**config.mk**
```make
export PLATFORM = sky130hd
export DESIGN_NAME = timeout_recovery_ctrl
export DESIGN_NICKNAME = d
export VERILOG_FILES = /design/src/rtl/timeout_recovery_ctrl.sv
export SDC_FILE = /design/constraint.sdc
export NUM_CORES = 1
export LEC_CHECK = 0
export CAP_MARGIN = 20
export CORE_MARGIN = 10
export CORE_UTILIZATION = 50
export DETAILED_ROUTE_END_ITERATION = 8
export HOLD_SLACK_MARGIN = 0.15
export PLACE_DENSITY = 0.75
export SLEW_MARGIN = 20
export SYNTH_ARGS = -nofsm -noshare
export SYNTH_HDL_FRONTEND = slang
export SYNTH_SLANG_ARGS = --single-unit
```
**constraint.sdc**
```tcl
create_clock -name clk -period 3.6 [get_ports clk]
set_input_delay 0.72 -clock clk [delete_from_list [all_inputs] [get_ports clk]]
set_output_delay 0.72 -clock clk [all_outputs]
set_load 0.01 [all_outputs]
```
**src/rtl/timeout_recovery_ctrl.sv**
```systemverilog
// Purpose : watchdog-timeout responder; captures the stalled busy source, pulses its reset, escalates to global reset.
// Latency : rst outputs go low 2 cycles after timeout_in is seen; hold spans 1+RST_PULSE_LEN+GUARD_LEN cycles.
// Backpr. : none; timeout_in is ignored outside IDLE, irq is held until status_ack.
// Ports   : clk/rst (sync, active-low); timeout_in, busy0..2, status_ack in;
//           watchdog_hold, rst_src_n[2:0], rst_global_n, timeout_irq, timeout_src[1:0], timeout_cnt out.
module timeout_recovery_ctrl #(
    parameter int RST_PULSE_LEN = 16,
    parameter int GUARD_LEN     = 64,
    parameter int ESC_LIMIT     = 3,
    parameter int CNT_W         = 8
) (
    input  logic             clk,
    input  logic             rst,
    input  logic             timeout_in,
    input  logic             busy0,
    input  logic             busy1,
    input  logic             busy2,
    input  logic             status_ack,
    output logic             watchdog_hold,
    output logic [2:0]       rst_src_n,
    output logic             rst_global_n,
    output logic             timeout_irq,
    output logic [1:0]       timeout_src,
    output logic [CNT_W-1:0] timeout_cnt
);

    localparam int ESC_W = $clog2(ESC_LIMIT + 1);
    localparam logic [ESC_W-1:0] ESC_MAX    = ESC_W'(ESC_LIMIT);
    localparam logic [7:0]       PULSE_LAST = 8'(RST_PULSE_LEN - 1);
    localparam logic [7:0]       GUARD_LAST = 8'(GUARD_LEN - 1);

    typedef enum logic [1:0] {IDLE, CAPTURE, PULSE, GUARD} state_t;

    state_t           state_q, state_d;
    logic [2:0]       mask_q, mask_d;
    logic [ESC_W-1:0] esc_cnt_q, esc_cnt_d;
    logic             esc_q, esc_d;
    logic [7:0]       timer_q, timer_d;
    logic             hold_q, hold_d;
    logic [2:0]       src_n_q, src_n_d;
    logic             glb_n_q, glb_n_d;
    logic             irq_q, irq_d;
    logic [1:0]       tsrc_q, tsrc_d;
    logic [CNT_W-1:0] tcnt_q, tcnt_d;

    logic [2:0]       busy_vec;
    logic [ESC_W-1:0] esc_inc;

    assign busy_vec = {busy2, busy1, busy0};
    assign esc_inc  = (esc_cnt_q == ESC_MAX) ? esc_cnt_q : esc_cnt_q + 1'b1;

    always_comb begin
        state_d   = state_q;
        mask_d    = mask_q;
        esc_cnt_d = esc_cnt_q;
        esc_d     = esc_q;
        timer_d   = timer_q;
        tsrc_d    = tsrc_q;
        tcnt_d    = tcnt_q;
        irq_d     = irq_q;

        case (state_q)
            IDLE: begin
                if (status_ack) esc_cnt_d = '0;
                if (timeout_in) state_d = CAPTURE;
            end
            CAPTURE: begin
                mask_d = busy_vec;
                if (busy_vec[0])      tsrc_d = 2'd0;
                else if (busy_vec[1]) tsrc_d = 2'd1;
                else if (busy_vec[2]) tsrc_d = 2'd2;
                else                  tsrc_d = 2'd3;
                if (tcnt_q != '1) tcnt_d = tcnt_q + 1'b1;
                esc_cnt_d = esc_inc;
                // Unknown source or too many unacknowledged timeouts: reset everything.
                esc_d   = (busy_vec == 3'b000) || (esc_inc == ESC_MAX);
                timer_d = '0;
                state_d = PULSE;
            end
            PULSE: begin
                if (timer_q == PULSE_LAST) begin
                    timer_d = '0;
                    state_d = GUARD;
                    if (esc_q) esc_cnt_d = '0;
                end else begin
                    timer_d = timer_q + 8'd1;
                end
            end
            GUARD: begin
                if (timer_q == GUARD_LAST) begin
                    timer_d = '0;
                    state_d = IDLE;
                end else begin
                    timer_d = timer_q + 8'd1;
                end
            end
            default: state_d = IDLE;
        endcase

        // Set (first PULSE cycle) has priority over an ack in the same cycle.
        if (state_q == CAPTURE)  irq_d = 1'b1;
        else if (status_ack)     irq_d = 1'b0;

        // Outputs are registered off the next state so they line up with it.
        hold_d  = (state_d != IDLE);
        src_n_d = (state_d == PULSE && !esc_d) ? ~mask_d : 3'b111;
        glb_n_d = !(state_d == PULSE && esc_d);
    end

    always_ff @(posedge clk) begin
        if (!rst) begin
            state_q   <= IDLE;
            mask_q    <= '0;
            esc_cnt_q <= '0;
            esc_q     <= 1'b0;
            timer_q   <= '0;
            hold_q    <= 1'b0;
            src_n_q   <= 3'b111;
            glb_n_q   <= 1'b1;
            irq_q     <= 1'b0;
            tsrc_q    <= 2'd3;
            tcnt_q    <= '0;
        end else begin
            state_q   <= state_d;
            mask_q    <= mask_d;
            esc_cnt_q <= esc_cnt_d;
            esc_q     <= esc_d;
            timer_q   <= timer_d;
            hold_q    <= hold_d;
            src_n_q   <= src_n_d;
            glb_n_q   <= glb_n_d;
            irq_q     <= irq_d;
            tsrc_q    <= tsrc_d;
            tcnt_q    <= tcnt_d;
        end
    end

    assign watchdog_hold = hold_q;
    assign rst_src_n     = src_n_q;
    assign rst_global_n  = glb_n_q;
    assign timeout_irq   = irq_q;
    assign timeout_src   = tsrc_q;
    assign timeout_cnt   = tcnt_q;

endmodule

```
==> qor.yml, run 1 <==
outcome: "completed"
via_per_inst: 5.83
synth-async-reset-ratio_pct: 0
wl_per_cell_um: 14.8
cts_root_buffer: "clkbuf_4"
area_delta_synth_final_pct: 20.1
ant_nets: 0
grt_busiest_layer: "met2"
period_minus_slack_ns: 2.17
avgSynthCellArea_um2: 8.53
drive_gt1_share_pct: 4.15
tightest_slew_ns: 0.757
num_antenna_cells: 0
cts_made_buffers: 5
final.setup.tns_ns: 0
track_usage_pct: 13.2
dieArea_um2: 5450
grt_util_met1_pct: 15.7
rows: 19
htreeDepth: 2
start_kind: "input pin"
final_common_cell: "dfxtp_1"
grt_first_pass_wirelength_um: 5750
drt_first_pass_iters: 4
cts_tree: "yes"
grtUsageMet3_pct: 4.85
pre_cts_slack_ns: 1.12
power.density_nw_per_um2: 386
p_leak_nw: 0.637
dp_hpwl_um: 2480
nets: 201
grt_start_max_net_pins: 26
skew_ns: 0.00715
io_buffer_count: 22
cp_data_arrival_time_ns: 2.40
final_cells: 224
place_area_um2: 1680
setup_viol: 0
synthCells: 170
post-route-period-util_pct: 60.3
clk_latency_ns: 0.33
holdWs_ns: 0.477
io-pin-count: 23
cts_sinks: 32
hold_path_class: "register to register"
drtIter0Drc: 94
synth_area_leaders: "dfxtp_1 44%, nand2_1 6.2%, a21oi_1 4.5%, nor2_1 3.1%, o21ai_0 2.8%"
synth_top_area_share_pct: 44.2
final_area_um2: 1740
syn-cell-area_um2: 1450
cts.repair.resized: 0
wl_um: 3310
slowest_stage: "clkdlybuf4s50_1"
path_cells: "clkdlybuf4s50_1 -> clkinv_1 -> nor3_1 -> o21ai_0 -> o41ai_1"
met2_usage_pct: 20.9
synth-main-ff-cell: "dfxtp_1"
route.detailed.drc: 0
vias: 1305
end_kind: "register"
syn_nets: 179
antenna_found_initial: 0
max_cap_violations: 0
fmax_mhz: 461
rsz0062_at_grt: "no"
worstPathRequired_ns: 3.83
ctsHoldBuffers: 0
fin_ws_ns: 1.43
final_cell_mix: "32 x dfxtp_1, 24 x nand2_1, 22 x clkdlybuf4s50_1"
placed_cells: 216
ys_seq_area_share_pct: 44.2
cts_setup_buffers: 0
synth_cell_types: 42
path_class: "input pin to register"
place_congestion: 0.894
clockBufferDepth: 2
slew_violations: 0
ys_warn_count: 0
cp_slowest_stage_delay_ns: 0.75
path_clk_slew_ns: 0.09
ir_worst_vdd_v: 0.000353
die_w_um: 73.9
grt-ovfl-total: 0
synth_top_cell_by_area: "dfxtp_1"
finalHoldViolCount: 0
start_util_pct: 52.6
grt_pass1_vias: 1218
cp_max_fo: 12
slew_headroom_pct: 49.5
synth-edff-count: 0
die_h_um: 73.9
ys_seq_elements: 32
core_um2: 2760
==> flip-flops by register name (all words and copies together), names as in the netlist <==
| register | flops |
|---|---|
| timeout_src | 2 |
| rst_global_n | 1 |
| esc_cnt_q | 2 |
| timer_q | 8 |
| rst_src_n | 3 |
| mask_q | 3 |
| timeout_cnt | 8 |
| timeout_irq | 1 |
| state_q | 2 |
| watchdog_hold | 1 |
| esc_q | 1 |
==> area by class of cell <==
cell class              count  area, um2
well taps                  31       38.8
clock buffers               8       58.8
fillers                   244       1020
multi-input cells         127        764
repair buffers             23        228
inverters                   3       11.3
flip-flops and latches     32        641
==> worst max-delay path: cells and delay by family <==
family,cells,cell delay [ns]
AND/OR/NAND/NOR,1,0.34
buffers and inverters,2,1.10
AO/OA/AOI/OAI,2,0.22
==> final timing paths <==
check             cells past startpoint  slack (ns)                           to               startpoint
setup reg to reg                      4        1.45  timeout_cnt[5]$_SDFFE_PN0P_    state_q[0]$_SDFF_PN0_
hold reg to reg                       1        0.48      timer_q[7]$_SDFFE_PN0P_  timer_q[7]$_SDFFE_PN0P_
hold / removal                        1        0.48      timer_q[7]$_SDFFE_PN0P_  timer_q[7]$_SDFFE_PN0P_
setup / recovery                      5        1.43      timer_q[7]$_SDFFE_PN0P_                      rst
==> layer usage <==
layer	share of wire, %	vias to the layer above
met2	49	36
met1	44	601
met4	1.1	0
met5	0	-
met3	6.5	4
li1	-	664
==> stage by stage <==
| stage | power, W | util [%] |
|---|---|---|
| 3_3_place_gp | 0.000464 | 61.0 |
| 2_1_floorplan | 0.000435 | - |
| 6_report | 0.000672 | 63.2 |
| 3_5_place_dp | 0.000467 | 61.0 |
| 4_1_cts | 0.000677 | 63.2 |
| 5_1_grt | 0.000706 | 63.2 |
==> synth_stat cells, drive strengths merged (3+ instances only) <==
cell type and n:
nand3 6, xor2 3, nor3b 4, a21oi 13, nand2b 5, nor2b 3, dfxtp 32, nor2 12
o211ai 3, o21ai 9, nand4 3, o31ai 3, nand3b 4, nor3 5, nand2 24, and3 3
clkbuf 7
==> kinds of logic (layout without fill, tap and decap cells) <==
logic type               count (synthesis)  count (layout)  share of synthesized area (%)
flip-flops                              32              32                           44.2
XOR/XNOR                                 4               4                           2.42
AO/OA/AOI/OAI                           42              42                           19.8
buffers and inverters                   11              34                           3.11
AND/OR/NAND/NOR                         78              78                           28.0
adder cells (fa/ha/maj)                  2               2                           1.73
multiplexers                             1               1                          0.690
==> where the power goes <==
| group | switching, W | internal, W |
|---|---|---|
| Sequential | 0.0000159 | 0.000367 |
| Clock | 0.000116 | 0.0000963 |
| Combinational | 0.0000394 | 0.0000367 |
Note: power is estimated with default switching activity, not from simulation.
==> run 2, diff against run 1 <==
==> constraint.sdc (replaced) <==
create_clock -name clk -period 2.2 [get_ports clk]
set_input_delay 0.44 -clock clk [delete_from_list [all_inputs] [get_ports clk]]
set_output_delay 0.44 -clock clk [all_outputs]
set_load 0.01 [all_outputs]
==> run 2 against run 1 <==
Effect of this change:
- sequential power rose by 62%
- non-clock buffer count rose by 5
- global-route usage barely moved
- first-iteration DRC count fell by 43%
- critical path depth fell by 4
- register-to-register slack got worse by 0.99 ns
- design area rose by 3.4%
- hold slack got worse by 0.00054 ns
- clock skew fell by 0.00079 ns
- routed wire length rose by 5.9%
- critical path type is now register to primary output
- highest routed layer unchanged
==> qor.yml, run 2 (synthesized netlist as in run 1, its figures left out) <==
route.detailed.drc: 0
start_kind: "register"
ctsHoldBuffers: 0
final.setup.tns_ns: 0
track_usage_pct: 13.2
max_cap_violations: 0
place_congestion: 0.829
die_h_um: 73.9
dp_hpwl_um: 2560
place_area_um2: 1720
path_class: "register to primary output"
htreeDepth: 2
tightest_slew_ns: 0.561
end_kind: "primary output"
fillers: 253
core_um2: 2760
io-pin-count: 23
period_minus_slack_ns: 1.81
worstPathRequired_ns: 1.76
nets: 206
critPathTopFamily: "buffers and inverters"
drtIter0Drc: 54
io_buffer_count: 22
final_common_cell: "dfxtp_1"
area_delta_synth_final_pct: 24.2
outcome: "completed"
dieArea_um2: 5450
drt_first_pass_iters: 4
final_area_um2: 1800
p_leak_nw: 0.671
skew_ns: 0.00636
slew_headroom_pct: 62.0
rows: 19
fmax_mhz: 552
cts_made_buffers: 5
cp_data_arrival_time_ns: 1.37
grt_pass1_vias: 1296
ir_worst_vdd_v: 0.000668
cp_slowest_stage_delay_ns: 0.58
cp_max_fo: 6
slew_violations: 0
slowest_stage: "clkdlybuf4s50_1"
setup_viol: 0
grt-ovfl-total: 0
via_per_inst: 5.96
hold_path_class: "register to register"
cts_setup_buffers: 0
cts_root_buffer: "clkbuf_4"
antenna_found_initial: 0
final_cell_mix: "32 x dfxtp_1, 24 x nand2_1, 22 x clkdlybuf4s50_1"
grt_start_max_net_pins: 17
ant_nets: 0
wl_um: 3510
crit_buf_inv: 1
finalHoldViolCount: 0
path_clk_slew_ns: 0.11
grt_first_pass_wirelength_um: 5800
clockBufferDepth: 2
cts_tree: "yes"
clk_latency_ns: 0.33
cts.repair.resized: 0
drive_gt1_share_pct: 7.58
start_util_pct: 52.6
path_cells: "clkdlybuf4s50_1"
power.density_nw_per_um2: 674
num_antenna_cells: 0
die_w_um: 73.9
rsz0062_at_grt: "no"
post-route-period-util_pct: 82.3
vias: 1364
wl_per_cell_um: 15.3
cts_sinks: 32
## run 2: stage by stage
stage	util [%]	power, W	setup slack, ns	cells	hold slack (ns)
detailed placement	62.4	0.000776	0.480	221	0.462
CTS	65.3	0.00123	0.365	229	0.478
floorplan	-	0.000711	0.671	170	0.436
global placement	62.4	0.000770	0.542	221	0.454
global route	65.3	0.00127	0.335	229	0.498
finish	65.3	0.00121	0.390	229	0.476
## run 2: where the power goes
group          internal, W  switching (W)
sequential        0.000600      0.0000188
combinational    0.0000684      0.0000745
clock             0.000237       0.000214
total             0.000906       0.000307
## run 2: area by class of cell
| class | count | area [um2] | share of cell area [%] |
|---|---|---|---|
| inverters | 3 | 11.3 | 0.625 |
| clock buffers | 5 | 37.5 | 2.08 |
| well taps | 31 | 38.8 | 2.15 |
| clock inverters | 3 | 42.5 | 2.36 |
| multi-input cells | 127 | 764 | 42.5 |
| repair buffers | 28 | 265 | 14.7 |
| flip-flops and latches | 32 | 641 | 35.6 |
## run 2: layer usage
layer	track usage, %	vias up	wire length, um
met5	0	-	0
met4	5.59	0	53
met3	5.52	6	285
met2	21.3	39	1690
met1	14.9	647	1470
li1	-	672	-
## run 2: path summary, 6_finish.rpt
path                               start               endpoint  slack (ns)  depth (start not counted)
max          timeout_cnt[4]$_SDFFE_PN0P_         timeout_cnt[4]        0.39                          1
min                 mask_q[0]$_SDFF_PN0_   mask_q[0]$_SDFF_PN0_        0.48                          2
max reg2reg      timer_q[0]$_SDFFE_PN0P_  state_q[0]$_SDFF_PN0_        0.46                          5
min reg2reg         mask_q[0]$_SDFF_PN0_   mask_q[0]$_SDFF_PN0_        0.48                          2
